## src/rtl/dll_pkg.sv

```systemverilog
// ---------------------------------------------------------------------------
// dll_pkg
// Shared definitions for the DLL receive path: framing token encodings,
// DLLP width, the receive FSM state type, the token class type and a helper
// that extracts the 11-bit STP length field.
// ---------------------------------------------------------------------------
package dll_pkg;

    localparam logic [3:0] STP_NIBBLE = 4'hF;
    localparam logic [7:0] SDP_BYTE0  = 8'hF0;
    localparam logic [7:0] SDP_BYTE1  = 8'hAC;
    localparam logic [7:0] IDL_BYTE   = 8'h00;

    // 4B DLLP body plus 2B CRC
    localparam int DLLP_WIDTH = 48;

    typedef enum logic {
        RX_IDLE     = 1'b0,
        RX_TLP_BODY = 1'b1
    } rx_state_t;

    typedef enum logic [1:0] {
        TOK_IDL = 2'd0,
        TOK_SDP = 2'd1,
        TOK_STP = 2'd2,
        TOK_BAD = 2'd3
    } rx_tok_t;

    // STP length is {byte1[6:0], byte0[7:4]}; byte1[7] is dropped by the cast.
    function automatic logic [10:0] stp_len(input logic [7:0] byte0,
                                            input logic [7:0] byte1);
        return 11'({byte1, byte0} >> 4);
    endfunction

endpackage

```

## src/rtl/dll_rx_token_decode.sv

```systemverilog
// ---------------------------------------------------------------------------
// dll_rx_token_decode
// Combinational classification of the first two bytes of a PIPE beat.
//   byte0_i  : beat byte 0
//   byte1_i  : beat byte 1
//   tok_o    : token class (IDL, SDP, STP, BAD)
//   len_o    : STP length field; meaningful only when tok_o == TOK_STP
// ---------------------------------------------------------------------------
module dll_rx_token_decode
    import dll_pkg::*;
(
    input  logic [7:0]  byte0_i,
    input  logic [7:0]  byte1_i,
    output rx_tok_t     tok_o,
    output logic [10:0] len_o
);

    always_comb begin
        tok_o = TOK_BAD;
        // SDP first: 8'hF0 has a zero low nibble, so it can never look like STP,
        // but checking it first keeps the priority obvious.
        if (byte0_i == SDP_BYTE0 && byte1_i == SDP_BYTE1) begin
            tok_o = TOK_SDP;
        end else if (byte0_i[3:0] == STP_NIBBLE) begin
            tok_o = TOK_STP;
        end else if (byte0_i == IDL_BYTE) begin
            tok_o = TOK_IDL;
        end
    end

    assign len_o = stp_len(byte0_i, byte1_i);

endmodule

```

## src/rtl/dll_rx_demux.sv

```systemverilog
// ---------------------------------------------------------------------------
// dll_rx_demux
// Receive-side framing parser. Splits 32B PIPE beats into a TLP stream and a
// DLLP stream and flags framing errors.
//
// Handshake: valid-only. A beat is consumed on every clock where its valid is
// high; there is no ready on either side, so the consumer must accept every
// beat. Every output is registered one cycle after the input beat.
//
// Ports:
//   clk, rst_n        : clock, asynchronous active-low reset
//   DL_up             : TLPs are forwarded only while high (sampled at sop)
//   pipe_valid_i      : PIPE beat valid
//   pipe_data_i       : PIPE beat, byte 0 in [7:0]
//   tlp_32B_buffer_o  : TLP beat (STP DW and LCRC DW included)
//   tlp_valid_o       : TLP beat valid
//   tlp_sop_o         : first TLP beat
//   tlp_eop_o         : last TLP beat
//   tlp_len_dw_o      : TLP length in DW, valid with tlp_sop_o
//   dllp_o            : DLLP bytes 2..7 of an SDP beat
//   dllp_valid_o      : single-cycle DLLP strobe
//   framing_err_o     : single-cycle framing error strobe
//   rx_state_o        : current FSM state, for observation
// ---------------------------------------------------------------------------
module dll_rx_demux
    import dll_pkg::*;
#(
    parameter int PIPE_DATA_WIDTH = 256,
    parameter int MAX_TLP_LEN_DW  = 74,
    parameter int MIN_TLP_LEN_DW  = 5
) (
    input  logic                       clk,
    input  logic                       rst_n,
    input  logic                       DL_up,
    input  logic                       pipe_valid_i,
    input  logic [PIPE_DATA_WIDTH-1:0] pipe_data_i,
    output logic [PIPE_DATA_WIDTH-1:0] tlp_32B_buffer_o,
    output logic                       tlp_valid_o,
    output logic                       tlp_sop_o,
    output logic                       tlp_eop_o,
    output logic [10:0]                tlp_len_dw_o,
    output logic [DLLP_WIDTH-1:0]      dllp_o,
    output logic                       dllp_valid_o,
    output logic                       framing_err_o,
    output rx_state_t                  rx_state_o
);

    localparam int CNT_W = $clog2(MAX_TLP_LEN_DW / 8 + 1);

    // ---------------- token decode ----------------
    rx_tok_t     tok;
    logic [10:0] tok_len;

    dll_rx_token_decode u_decode (
        .byte0_i (pipe_data_i[7:0]),
        .byte1_i (pipe_data_i[15:8]),
        .tok_o   (tok),
        .len_o   (tok_len)
    );

    logic        len_ok;
    logic [10:0] tok_beats;

    assign len_ok    = (tok_len >= 11'(MIN_TLP_LEN_DW)) &&
                       (tok_len <= 11'(MAX_TLP_LEN_DW));
    // 8 DW per 32B beat, rounded up. len is at most 11 bits and only used
    // after len_ok, so the +7 cannot overflow for any legal length.
    assign tok_beats = (tok_len + 11'd7) >> 3;

    // ---------------- state ----------------
    rx_state_t                  state_q, state_d;
    logic [CNT_W-1:0]           beats_left_q, beats_left_d;
    logic                       pass_q, pass_d;
    logic [PIPE_DATA_WIDTH-1:0] buf_q, buf_d;
    logic                       tlp_valid_q, tlp_valid_d;
    logic                       sop_q, sop_d;
    logic                       eop_q, eop_d;
    logic [10:0]                len_q, len_d;
    logic [DLLP_WIDTH-1:0]      dllp_q, dllp_d;
    logic                       dllp_valid_q, dllp_valid_d;
    logic                       err_q, err_d;

    always_ff @(posedge clk or negedge rst_n) begin
        if (!rst_n) begin
            state_q      <= RX_IDLE;
            beats_left_q <= '0;
            pass_q       <= 1'b0;
            buf_q        <= '0;
            tlp_valid_q  <= 1'b0;
            sop_q        <= 1'b0;
            eop_q        <= 1'b0;
            len_q        <= '0;
            dllp_q       <= '0;
            dllp_valid_q <= 1'b0;
            err_q        <= 1'b0;
        end else begin
            state_q      <= state_d;
            beats_left_q <= beats_left_d;
            pass_q       <= pass_d;
            buf_q        <= buf_d;
            tlp_valid_q  <= tlp_valid_d;
            sop_q        <= sop_d;
            eop_q        <= eop_d;
            len_q        <= len_d;
            dllp_q       <= dllp_d;
            dllp_valid_q <= dllp_valid_d;
            err_q        <= err_d;
        end
    end

    always_comb begin
        // Strobes default low; data registers hold their last value.
        state_d      = state_q;
        beats_left_d = beats_left_q;
        pass_d       = pass_q;
        buf_d        = buf_q;
        tlp_valid_d  = 1'b0;
        sop_d        = 1'b0;
        eop_d        = 1'b0;
        len_d        = len_q;
        dllp_d       = dllp_q;
        dllp_valid_d = 1'b0;
        err_d        = 1'b0;

        unique case (state_q)
            RX_IDLE: begin
                if (pipe_valid_i) begin
                    unique case (tok)
                        TOK_SDP: begin
                            // Not gated by DL_up: InitFC must flow before link up.
                            dllp_d       = pipe_data_i[63:16];
                            dllp_valid_d = 1'b1;
                        end
                        TOK_STP: begin
                            if (len_ok) begin
                                // DL_up is latched here so a mid-packet drop
                                // never truncates a packet already passing.
                                pass_d = DL_up;
                                if (DL_up) begin
                                    tlp_valid_d = 1'b1;
                                    sop_d       = 1'b1;
                                    len_d       = tok_len;
                                    buf_d       = pipe_data_i;
                                end
                                if (tok_beats == 11'd1) begin
                                    eop_d = DL_up;
                                end else begin
                                    beats_left_d = CNT_W'(tok_beats - 11'd1);
                                    state_d      = RX_TLP_BODY;
                                end
                            end else begin
                                err_d = 1'b1;
                            end
                        end
                        TOK_IDL: begin
                        end
                        default: begin
                            err_d = 1'b1;
                        end
                    endcase
                end
            end

            RX_TLP_BODY: begin
                // Body beats are never token-decoded; a blocked packet is
                // still consumed so the framing stays aligned.
                if (pipe_valid_i) begin
                    if (pass_q) begin
                        tlp_valid_d = 1'b1;
                        buf_d       = pipe_data_i;
                    end
                    if (beats_left_q == CNT_W'(1)) begin
                        eop_d        = pass_q;
                        beats_left_d = '0;
                        state_d      = RX_IDLE;
                    end else begin
                        beats_left_d = beats_left_q - CNT_W'(1);
                    end
                end
            end

            default: begin
                state_d = RX_IDLE;
            end
        endcase
    end

    assign tlp_32B_buffer_o = buf_q;
    assign tlp_valid_o      = tlp_valid_q;
    assign tlp_sop_o        = sop_q;
    assign tlp_eop_o        = eop_q;
    assign tlp_len_dw_o     = len_q;
    assign dllp_o           = dllp_q;
    assign dllp_valid_o     = dllp_valid_q;
    assign framing_err_o    = err_q;
    assign rx_state_o       = state_q;

endmodule

```

## config.mk

```make
export PLATFORM = sky130hd
export DESIGN_NAME = dll_rx_demux
export DESIGN_NICKNAME = d
export VERILOG_FILES = /design/src/rtl/dll_pkg.sv /design/src/rtl/dll_rx_token_decode.sv /design/src/rtl/dll_rx_demux.sv
export SDC_FILE = /design/constraint.sdc
export NUM_CORES = 1
export LEC_CHECK = 0
export ABC_AREA = 1
export CAP_MARGIN = 30
export CORE_AREA = 2 2 229 231
export DETAILED_ROUTE_END_ITERATION = 10
export DIE_AREA = 0 0 231 233
export GPL_TIMING_DRIVEN = 0
export RECOVER_POWER = 25
export SLEW_MARGIN = 25
export SYNTH_ARGS = -nofsm -noshare
export SYNTH_HDL_FRONTEND = slang
export SYNTH_SLANG_ARGS = --single-unit
export TNS_END_PERCENT = 20
```

## constraint.sdc

```tcl
create_clock -name clk -period 1.99 [get_ports clk]
set_input_delay 0.2985 -clock clk [delete_from_list [all_inputs] [get_ports clk]]
set_output_delay 0.2985 -clock clk [all_outputs]
set_load 0.02 [all_outputs]
```

Word level (Yosys, flattened, before mapping)
Index checks and enable logic that the tools add are counted.

Register bits: 326. Input port bits: 260. Output and inout bits: 321. Logic and storage cells: 87.

$add $sub $neg: 3. $lt $le $gt $ge: 2. Equality and inequality tests: 14. Multiplexer cells: 46. Bitwise operators: 1. Reduce and logical (&&, ||, !) cells: 10.

Operator list (number): 256-bit two-way mux (6); 256-bit one-hot mux with 2 select lines (1); 1-bit two-way mux (25); 4-bit two-way mux (6); 8-bit equality test, second input constant (2); 11-bit by 3-bit adder with 11-bit output, second input constant (1); 11-bit by 3-bit greater-or-equal comparator with 1-bit output, second input constant (1); 11-bit by 7-bit less-or-equal comparator with 1-bit output, second input constant (1); 2-bit != test, second input constant (5); 5-bit AND reduction (2); 8-bit by 1-bit equality test with 1-bit output, second input constant (1); 8-bit zero test (1); 1-bit one-hot mux with 2 select lines (4); 4-bit one-hot mux with 2 select lines (1); 4-bit by 1-bit subtractor with 4-bit output, second input constant (2); 2-bit two-way mux (3); 6-bit AND reduction (1); 4-bit by 1-bit equality test with 1-bit output, second input constant (1); 4-bit equality test, second input constant (1); 2-bit by 1-bit != test with 1-bit output, second input constant (2); 4-bit AND reduction (1); 3-bit AND reduction (1); 2-bit by 1-bit equality test with 1-bit output, second input constant (1); 2-bit equality test, second input constant (1); other kinds (4) (5).

Logic depth before layout (Yosys ltp)
Gate-level depths: netlist (run 1).

Word-level depth: 9. Gate-level depth with buffers: 13. Gate-level depth less buffers: 13.

Hierarchy
Synthesis (run 1) repeated with hierarchy kept, for this count alone.

Cell total of the unflattened synthesis: 1434. Area total of the unflattened synthesis: 12699.7 um2.

Modules (own cells, without submodules): dll_rx_demux (instances 1, cells an instance 1392, area each 12488.2 um2, sequential area each 8157.8 um2); dll_rx_token_decode (instances 1, cells an instance 42, area each 211.5 um2, sequential area each 0.0 um2).

Worst setup path before layout (run 1)
Ideal clock, no wire load.

Path kind: input to register. From: input port pipe_data_i[4]. To: register beats_left_q[3]. Library setup time: 116 ps. Arrival time: 1437 ps. Data required time: 1874 ps. Path slack: 437 ps. Stages: 13. Path buffers: 0. Path through: nor2_1 -> nand2_1 -> nand2_1 -> nand2_1 -> nand2_1 -> ha_1 -> nand2_1 -> nor2_1 -> nand3_1 -> nand2_1 -> inv_1 -> nand2_1 -> nand2_1.

Word-level cells in the longest chain between the ends: 7. Elaborated cells on any way between the ends: 22. Classes of those cells: add/sub: 2; order compare: 2; eq/ne: 6; mux: 8; reduce/logical: 4.

RTL lines: from (decl) (RTL line dll_rx_demux.sv:36) `input logic [PIPE_DATA_WIDTH-1:0] pipe_data_i,`; 11-bit by 3-bit adder with 11-bit output / 8-bit zero test (equally long branches) (RTL line dll_rx_demux.sv:68, dll_rx_token_decode.sv:26); 4-bit by 1-bit subtractor with 4-bit output / 2-bit two-way mux (equally long branches) (RTL line dll_rx_demux.sv:148, dll_rx_token_decode.sv:26); 4-bit two-way mux / 2-bit two-way mux (equally long branches) (RTL line dll_rx_demux.sv:145, dll_rx_token_decode.sv:24); 4-bit two-way mux / 2-bit two-way mux (equally long branches) (RTL line dll_rx_demux.sv:135, dll_rx_token_decode.sv:22); 4-bit two-way mux / 2-bit equality test (equally long branches) (RTL line dll_rx_demux.sv:128) `unique case (tok)`; 4-bit two-way mux / 2-bit by 1-bit != test with 1-bit output (equally long branches); 4-bit one-hot mux with 2 select lines / 5-bit AND reduction (equally long branches); to (signal assigned) (RTL line dll_rx_demux.sv:98) `beats_left_q <= beats_left_d;`; to (decl) (RTL line dll_rx_demux.sv:72) `logic [CNT_W-1:0] beats_left_q, beats_left_d;`.

Parallel ways exist; a longest one is shown, timed or not. The select of a mux whose other input is x is not followed. A chain may end at the register's enable or synchronous reset.

Worst setup path after layout (run 1)
From: register dllp_q[16] (netlist: dllp_o[16]). To: output port dllp_o[16].

RTL lines: from (decl) (RTL line dll_rx_demux.sv:79) `logic [DLLP_WIDTH-1:0] dllp_q, dllp_d;`; from (signal assigned) (RTL line dll_rx_demux.sv:105) `dllp_q <= dllp_d;`; to (decl) (RTL line dll_rx_demux.sv:42) `output logic [DLLP_WIDTH-1:0] dllp_o,`.

No word-level cell between the ends.

==> impl_metrics.tcl, run 1 <==
set metrics [dict create \
    critPathLaunchType "flop" \
    crit_type "reg2out" \
    cts_buffers 39 \
    met1_usage 0.209 \
    ys_ff_latch 326 \
    fp.dieH_um 233 \
    path_max_fanout 2 \
    power.density_nw_per_um2 1200 \
    syn_area_um2 12500 \
    grt_busiest_layer "met2" \
    critPathRequiredTime_ns 1.69 \
    path_delay_family "buffers and inverters" \
    max_stage_delay_ns 0.64 \
    htreeDepth 2 \
    hold_class "in2reg" \
    slowest_stage "clkdlybuf4s50_1" \
    dieWidth_um 231 \
    drc_errors 0 \
    synth_ff_type "dfrtp_1" \
    grt_max_degree 91 \
    yosysTopAreaCell "dfrtp_1" \
    final_nets 2281 \
    clock-sinks 326 \
    final.period_utilization 0.966 \
    ff_latch_area_um2 8160 \
    syn2layout_area_growth_pct 65.0 \
    dp_hpwl_um 35400 \
    syn_inst 1390 \
    use_met3 0.0422 \
    finClkSkew_ns 0.0242 \
    grt_pass1_vias 11620 \
    grt_first_pass_wirelength_um 69800 \
    synthArstFlopShare 1.00 \
    finalHoldViolCount 0 \
    use_met2 0.290 \
    synth_top_cell_area_share 0.650 \
    ir_drop_v 0.000602 \
    outcome "finished clean" \
    place_worst_setup_slack_ns -0.744 \
    synth_cell_type_count 22 \
    clk_path_buf_depth 3 \
    tritoncts "built" \
    synth.area.top_cells "dfrtp_1 65%, nand2_1 22%, o21ai_0 2.8%, inv_1 2.5%, o21ai_1 2.3%" \
    fmax_mhz 520 \
    core_area_um2 51100 \
    p_leak_nw 10.1 \
    multi_input_area_um2 3700 \
    cp.arrival_ns 1.62 \
    first_iter_violations 542 \
    die_area_um2 53800 \
    initial_core_util 0.245 \
    ios 581 \
    syn_avg_cell_area_um2 9.02 \
    tightest_slew_ns 1.08 \
    wirelength_um 46400 \
    vias 11435 \
    cap_viol_max_count 0 \
    syn_nets 1654 \
    slew_violations 0 \
    fin_ws_ns 0.0679 \
    root_buffer "clkbuf_16" \
    crit_chain "clkdlybuf4s50_1" \
    period_needed_ns 1.92 \
    yosysSeqAreaShare 0.650 \
    place_congestion 0.841 \
    antenna_found_initial 1 \
    vias_per_cell 4.20 \
    drt_first_pass_iters 5 \
    rsz0062_at_grt "true" \
    yosys_warnings 0 \
    fillCellCount 5078 \
    synth-edff-count 0 \
    r2r_setup_slack_ns 0.24 \
    drive_gt1_frac 0.0661 \
    wl_per_cell_um 17.0 \
    rows 83 \
    clk_transition_reported_paths_ns 0.06 \
    grt_usage 0.168 \
    max_slew_margin 0.280 \
    clock_latency_ns 0.56 \
    end_kind "primary output" \
    setup_viol 0 \
    port_buffers 580 \
    fin_hold_ws_ns 0.201 \
    ant_nets 0 \
    gr-total-overflow 0 \
    critPathBufInv 1 \
]
==> Yosys cell counts, types with 2 or more instances <==
cell,instances
nand2_1,742
buf_2,41
clkbuf_1,8
nor2_1,9
inv_1,83
xor2_1,2
buf_4,19
ha_1,4
o21ai_0,70
dfrtp_1,326
o21ai_1,58
nand4_1,7
inv_2,2
nand3_1,11
==> final timing paths <==
check / startpoint / to / cells after the start
setup / recovery: dllp_o[16]$_DFFE_PN0P_ / dllp_o[16] / 1
max in group asynchronous: rst_n / tlp_32B_buffer_o[122]$_DFFE_PN0P_ / 3
hold reg to reg: tlp_len_dw_o[7]$_DFFE_PN0P_ / tlp_len_dw_o[7]$_DFFE_PN0P_ / 2
setup reg to reg: rx_state_o$_DFF_PN0_ / tlp_32B_buffer_o[122]$_DFFE_PN0P_ / 7
min in group asynchronous: rst_n / framing_err_o$_DFF_PN0_ / 2
hold / removal: pipe_data_i[10] / tlp_32B_buffer_o[10]$_DFFE_PN0P_ / 3
==> cells in the final DEF, fill, tap and decap left out, types with 2 or more instances in the layout <==
cell             netlist  final
buf_2                 41     29
nand4_1                7      7
xor2_1                 2      2
clkinv_2               0      5
o21ai_1               58     61
o21ai_0               70     67
clkbuf_1               8     15
clkdlybuf4s50_1        0    575
buf_16                 0      3
ha_1                   4      4
clkbuf_4               0     10
inv_6                  0      4
dfrtp_1              326    326
buf_6                  0      4
clkbuf_16              0     39
nor2_1                 9      8
bufinv_16              0      6
inv_2                  2      2
buf_4                 19     19
nand2_1              742    741
inv_1                 83     82
dlymetal6s2s_1         0      3
clkbuf_8               0      4
nand3_1               11     10
==> cell families after synthesis <==
logic type | synth area share
compound gates | 0.0541
xor+xnor | 0.00140
simple gates | 0.235
fa+ha+maj | 0.00399
flops | 0.650
buf+inv | 0.0556
==> tightest hold or removal path: cells and delay by family <==
family                 cells  cell delay (ns)
AOI/OAI and AO/OA          1             0.09
buffers and inverters      2             0.30
==> state kept, by name, summed over array words and instances, names as in the netlist <==
signal            flops
tlp_eop_o             1
rx_state_o            1
tlp_32B_buffer_o    256
framing_err_o         1
dllp_o               48
tlp_len_dw_o         11
beats_left_q          4
dllp_valid_o          1
pass_q                1
tlp_valid_o           1
tlp_sop_o             1
==> stage by stage <==
step / util / TNS (ns) / cell area [um^2] / instances / power (mW)
2_1_floorplan: - / 0 / 12500 / 1390 / 12.8
3_3_place_gp: 0.376 / -4716.60 / 19200 / 2650 / 17.6
3_5_place_dp: 0.377 / -165.38 / 19300 / 2653 / 17.7
4_1_cts: 0.404 / 0 / 20600 / 2721 / 25.3
5_1_grt: 0.405 / -0.00116 / 20700 / 2724 / 26.2
6_report: 0.405 / 0 / 20700 / 2724 / 24.9
==> layout make-up <==
type,instances,share of cell area
repair buffers,586,0.286
inverters,85,0.0157
well taps,680,0.0411
clock inverters,16,0.0120
multi-input cells,911,0.179
diodes,1,0.000121
clock buffers,51,0.0513
plain buffers,68,0.0211
flip-flops and latches,326,0.394
==> where the power goes <==
| group | switching (mW) | internal, mW | total [mW] |
|---|---|---|---|
| clock network | 2.87 | 4.54 | 7.41 |
| logic | 4.30 | 3.98 | 8.28 |
| registers | 0.955 | 8.30 | 9.26 |
==> per-layer routing <==
metal / up-vias / part of all wire
met3: 59 / 0.066
met1: 5485 / 0.41
met2: 368 / 0.50
met4: 0 / 0.019
li1: 5523 / -
met5: - / 0
==> what timing repair did <==
item | CTS | global route
hold buffers | 1 | 0
endpoints found under the setup margin | 72 | 275
setup buffers | 0 | 2
cloned | 0 | 0
pin swaps | 0 | 4
gates resized for setup | 6 | 30
hold endpoints to repair | 66 | 0
(Power assumes the default switching activity.)
==> run 2: changes to the inputs <==
--- a/config.mk
+++ b/config.mk
@@ -7,9 +7,9 @@
 export LEC_CHECK = 0
 export ABC_AREA = 1
 export CAP_MARGIN = 30
-export CORE_AREA = 2 2 229 231
+export CORE_AREA = 4 4 224 226
 export DETAILED_ROUTE_END_ITERATION = 10
-export DIE_AREA = 0 0 231 233
+export DIE_AREA = 0 0 228 230
 export GPL_TIMING_DRIVEN = 0
 export RECOVER_POWER = 25
 export SLEW_MARGIN = 25
==> run 2 against run 1 <==
  * Non-clock buffer count decreased by 2
  * Power increased by 0.43%
  * Via count decreased by 0.36%
  * Maximum frequency increased by 0.81%
  * First-iteration DRC count increased by 24%
  * Routed wire length increased by 2.7%
  * Critical endpoint is now tlp_32B_buffer_o[241]
  * Highest routed layer unchanged
==> impl_metrics.tcl, run 2 (synthesis results as in run 1) <==
set metrics [dict create \
    drt_first_pass_iters 4 \
    setup_viol 0 \
    grt_usage 0.178 \
    slowest_stage "clkdlybuf4s50_1" \
    port_buffers 580 \
    wl_per_cell_um 17.9 \
    power.density_nw_per_um2 1210 \
    tritoncts "built" \
    antenna_found_initial 0 \
    period_needed_ns 1.91 \
    core_area_um2 48300 \
    grt_max_degree 86 \
    path_max_fanout 2 \
    place_worst_setup_slack_ns -0.679 \
    fin_hold_ws_ns 0.289 \
    ff_latch_area_um2 8160 \
    outcome "finished clean" \
    dieWidth_um 228 \
    crit_type "reg2out" \
    max_stage_delay_ns 0.65 \
    grt_busiest_layer "met2" \
    p_seq_frac 0.370 \
    vias 11394 \
    clock_latency_ns 0.54 \
    vias_per_cell 4.27 \
    ir_drop_v 0.000701 \
    p_sw_mw 8.14 \
    critPathRequiredTime_ns 1.69 \
    largest_reg_flops 256 \
    clkPwrFrac 0.297 \
    cts_buffers 38 \
    multi_input_area_um2 3700 \
    finalHoldViolCount 0 \
    gr-total-overflow 0 \
    setup_tns_ns 0 \
    crit_chain "clkdlybuf4s50_1" \
    final_nets 2278 \
    cp.arrival_ns 1.61 \
    final.period_utilization 0.958 \
    htreeDepth 2 \
    max_slew_margin 0.471 \
    clk_transition_reported_paths_ns 0.06 \
    initial_core_util 0.259 \
    clock-sinks 326 \
    slew_violations 0 \
    hold_class "in2reg" \
    use_met2 0.301 \
    fillCellCount 4758 \
    place_congestion 0.885 \
    rows 81 \
    ios 581 \
    dp_cells 2595 \
    drc_errors 0 \
    root_buffer "clkbuf_16" \
    p_int_mw 16.9 \
    met1_usage 0.214 \
    first_iter_violations 670 \
    fmax_mhz 524 \
    fp.dieH_um 230 \
    path_delay_family "buffers and inverters" \
    final_cell_mix "742 x nand2_1, 575 x clkdlybuf4s50_1, 326 x dfrtp_1" \
    end_kind "primary output" \
    die_area_um2 52400 \
    layout.cells.non_filler 2666 \
    finClkSkew_ns 0.0131 \
    totalPowerFinal_mw 25.1 \
    clk_path_buf_depth 3 \
    tightest_slew_ns 0.794 \
    critPathBufInv 1 \
    grt_first_pass_wirelength_um 73300 \
    dp_hpwl_um 36600 \
    grt_pass1_vias 12024 \
    pwr-share-comb 0.332 \
    drive_gt1_frac 0.0636 \
    final_common_cell "nand2_1" \
    syn2layout_area_growth_pct 64.4 \
    wirelength_um 47700 \
    rsz0062_at_grt "true" \
    ant_nets 0 \
    critPathLaunchType "flop" \
    p_leak_nw 10.0 \
    netSwitchingFraction 0.325 \
    use_met3 0.0580 \
    post-cts-setup-buffers 0 \
    fin_ws_ns 0.0833 \
    cap_viol_max_count 0 \
]
run 2: power by group through the flow:
| stage | sequential [mW] | clock (mW) | combinational [mW] |
|---|---|---|---|
| finish | 9.28 | 7.45 | 8.32 |
| global route | 9.49 | 7.97 | 8.91 |
| CTS | 9.28 | 7.67 | 8.42 |
| detailed placement | 9.36 | 0 | 8.39 |
| global placement | 9.34 | 0 | 8.32 |
| floorplan | 11.3 | 0 | 1.55 |
run 2: area by class of cell:
cell class | instances | share of cell area
plain buffers | 68 | 0.0211
well taps | 622 | 0.0377
flip-flops and latches | 326 | 0.396
multi-input cells | 911 | 0.179
clock inverters | 11 | 0.00928
inverters | 85 | 0.0157
repair buffers | 584 | 0.285
diodes | 1 | 0.000121
clock buffers | 58 | 0.0558
run 2: metal layers:
| metal | routed length, um | vias to the layer above | part of all wire |
|---|---|---|---|
| met5 | 0 | - | 0 |
| met4 | 1570 | 0 | 0.033 |
| met3 | 3380 | 92 | 0.071 |
| met2 | 23200 | 386 | 0.49 |
| met1 | 19500 | 5405 | 0.41 |
| li1 | - | 5511 | - |
run 2: worst paths after layout:
path                                              startpoint                                 to  slack, ns  cells past startpoint
max                        tlp_32B_buffer_o[241]$_DFFE_PN0P_              tlp_32B_buffer_o[241]       0.08                      1
min                                         pipe_data_i[248]  tlp_32B_buffer_o[248]$_DFFE_PN0P_       0.29                      3
max reg2reg                             rx_state_o$_DFF_PN0_             dllp_o[36]$_DFFE_PN0P_       0.23                      6
min reg2reg                     tlp_len_dw_o[10]$_DFFE_PN0P_       tlp_len_dw_o[10]$_DFFE_PN0P_       0.47                      2
max in group asynchronous                              rst_n   tlp_32B_buffer_o[94]$_DFFE_PN0P_       0.34                      4
min in group asynchronous                              rst_n   tlp_32B_buffer_o[24]$_DFFE_PN0P_       0.34                      2
run 2: worst min-delay path, cell delays in order:
cell	delay (ns)
clkdlybuf4s50_1	0.39
nand2_1	0.06
nand2_1	0.04
run 2: per-stage QoR:
stage	instance area [um^2]	util
final	20600	0.427
after global routing	20600	0.427
after CTS	20600	0.426
after detailed placement	19200	0.397
after global placement	19100	0.396
after floorplan	12500	-
run 2: timing repair:
item,CTS,global route
hold buffers,1,0
setup endpoints to repair,21,282
pin swaps,0,1
hold endpoints to repair,81,0
gates resized for setup,7,25
==> run 3: changes to the inputs <==
--- a/config.mk
+++ b/config.mk
@@ -12,7 +12,7 @@
 export DIE_AREA = 0 0 228 230
 export GPL_TIMING_DRIVEN = 0
 export RECOVER_POWER = 25
-export SLEW_MARGIN = 25
+export SLEW_MARGIN = 10
 export SYNTH_ARGS = -nofsm -noshare
 export SYNTH_HDL_FRONTEND = slang
 export SYNTH_SLANG_ARGS = --single-unit
==> run 3 against run 2 <==
  * Core utilization shrank 0.32 points
  * Register-to-register slack got worse by 0.05 ns
  * Die area stayed put
  * Sequential power hardly changed
  * Largest cell class unchanged
  * Largest power group unchanged
  * Highest routed layer unchanged
==> impl_metrics.tcl, run 3 (synthesis results as in run 1) <==
set metrics [dict create \
    outcome "finished clean" \
    gr-total-overflow 0 \
    first_iter_violations 613 \
    crit_type "reg2out" \
    htreeDepth 2 \
    clock-sinks 326 \
    syn2layout_area_growth_pct 63.2 \
    dieWidth_um 228 \
    port_buffers 580 \
    r2r_setup_slack_ns 0.18 \
    setup_viol 0 \
    slowest_stage "clkdlybuf4s50_1" \
    core_area_um2 48300 \
    final_util 0.423 \
    final.period_utilization 0.961 \
    cts_buffers 37 \
    rows 81 \
    path_max_fanout 2 \
    hold_class "in2async" \
    finClkSkew_ns 0.0133 \
    path_delay_family "buffers and inverters" \
    wirelength_um 47500 \
    grt_pass1_vias 11959 \
    crit_chain "clkdlybuf4s50_1" \
    tightest_slew_ns 1.03 \
    largest_reg_flops 256 \
    rsz0062_at_grt "true" \
    ant_nets 0 \
    critPathRequiredTime_ns 1.69 \
    wl_per_cell_um 17.9 \
    drc_errors 0 \
    power.density_nw_per_um2 1200 \
    grt_max_degree 109 \
    critPathLaunchType "flop" \
    initial_core_util 0.259 \
    root_buffer "clkbuf_16" \
    end_kind "primary output" \
    max_stage_delay_ns 0.66 \
    cp.arrival_ns 1.61 \
    finalHoldViolCount 0 \
    die_area_um2 52400 \
    slew_violations 0 \
    final_common_cell "nand2_1" \
    drt_first_pass_iters 5 \
    grt_usage 0.177 \
    final_nets 2277 \
    grt_first_pass_wirelength_um 72900 \
    dp_hpwl_um 36500 \
    vias 11404 \
    clk_path_buf_depth 3 \
    drive_gt1_frac 0.0619 \
    antenna_found_initial 1 \
    ir_drop_v 0.000713 \
    ios 581 \
    p_leak_nw 9.98 \
    fin_area_um2 20500 \
    fmax_mhz 523 \
    place_congestion 0.885 \
    final_cell_mix "742 x nand2_1, 574 x clkdlybuf4s50_1, 326 x dfrtp_1" \
    period_needed_ns 1.91 \
    clock_latency_ns 0.54 \
    tritoncts "built" \
    clk_transition_reported_paths_ns 0.06 \
    layout.cells.non_filler 2659 \
    fp.dieH_um 230 \
    cap_viol_max_count 0 \
    max_slew_margin 0.316 \
    dp_cells 2595 \
    critPathBufInv 1 \
    vias_per_cell 4.29 \
    postPlaceCellArea_um2 19200 \
]
run 3: cell count changes in the layout (fill, tap and decap cells not counted), moves of 2 or more:
cell	delta
clkbuf_16	-4
buf_6	-3
clkinv_2	+3
buf_2	+2
buf_4	+2
clkbuf_1	-2
clkinvlp_4	-2
run 3: repair_timing:
item                                    CTS  global route
hold endpoints to repair                 37             0
endpoints found under the setup margin   30           291
hold buffers                              1             0
buffers inserted                          0             0
pin swaps                                 0             1
resized for setup                         8            17
run 3: cell type report:
type | instances | area (um^2)
Antenna cell | 1 | 2.50
Buffer | 68 | 412
Clock buffer | 52 | 1050
Clock inverter | 10 | 153
Fill cell | 4777 | 27900
Inverter | 85 | 322
Multi-Input combinational cell | 911 | 3700
Sequential cell | 326 | 8160
Tap cell | 622 | 778
Timing Repair Buffer | 584 | 5890
run 3: worst paths after layout:
path | start | endpoint | depth (start not counted)
max in group asynchronous | rst_n | tlp_32B_buffer_o[144]$_DFFE_PN0P_ | 3
worst min-delay path | rst_n | tlp_32B_buffer_o[11]$_DFFE_PN0P_ | 2
worst max register to register | rx_state_o$_DFF_PN0_ | dllp_o[36]$_DFFE_PN0P_ | 6
worst min register to register | tlp_len_dw_o[9]$_DFFE_PN0P_ | tlp_len_dw_o[9]$_DFFE_PN0P_ | 2
worst max-delay path | tlp_32B_buffer_o[241]$_DFFE_PN0P_ | tlp_32B_buffer_o[241] | 1
min in group clk | pipe_data_i[7] | tlp_len_dw_o[3]$_DFFE_PN0P_ | 3
run 3: report_power, final:
part	total, mW	switching [mW]	internal [mW]
Combinational	8.31	4.35	3.96
Clock	6.90	2.72	4.18
Sequential	9.29	0.984	8.30
Total	24.5	8.06	16.4
run 3: layer usage:
| layer | routed length, um | GRT usage |
|---|---|---|
| met1 | 19500 | 0.216 |
| met2 | 23100 | 0.297 |
| met3 | 3490 | 0.0583 |
| met4 | 1400 | 0.0582 |
| met5 | 0 | 0 |
run 3: through the flow:
stage / power (mW) / TNS, ns / hold slack (ns) / setup slack [ns]
2_1_floorplan: 12.8 / 0 / 0.00291 / 0.437
3_3_place_gp: 17.7 / -4651.50 / 0.452 / -13.88
3_5_place_dp: 17.7 / -155.03 / 0.203 / -0.709
4_1_cts: 24.8 / 0 / 0.208 / 0.00217
5_1_grt: 25.8 / -1.18 / 0.237 / -0.0831
6_report: 24.5 / 0 / 0.228 / 0.0781
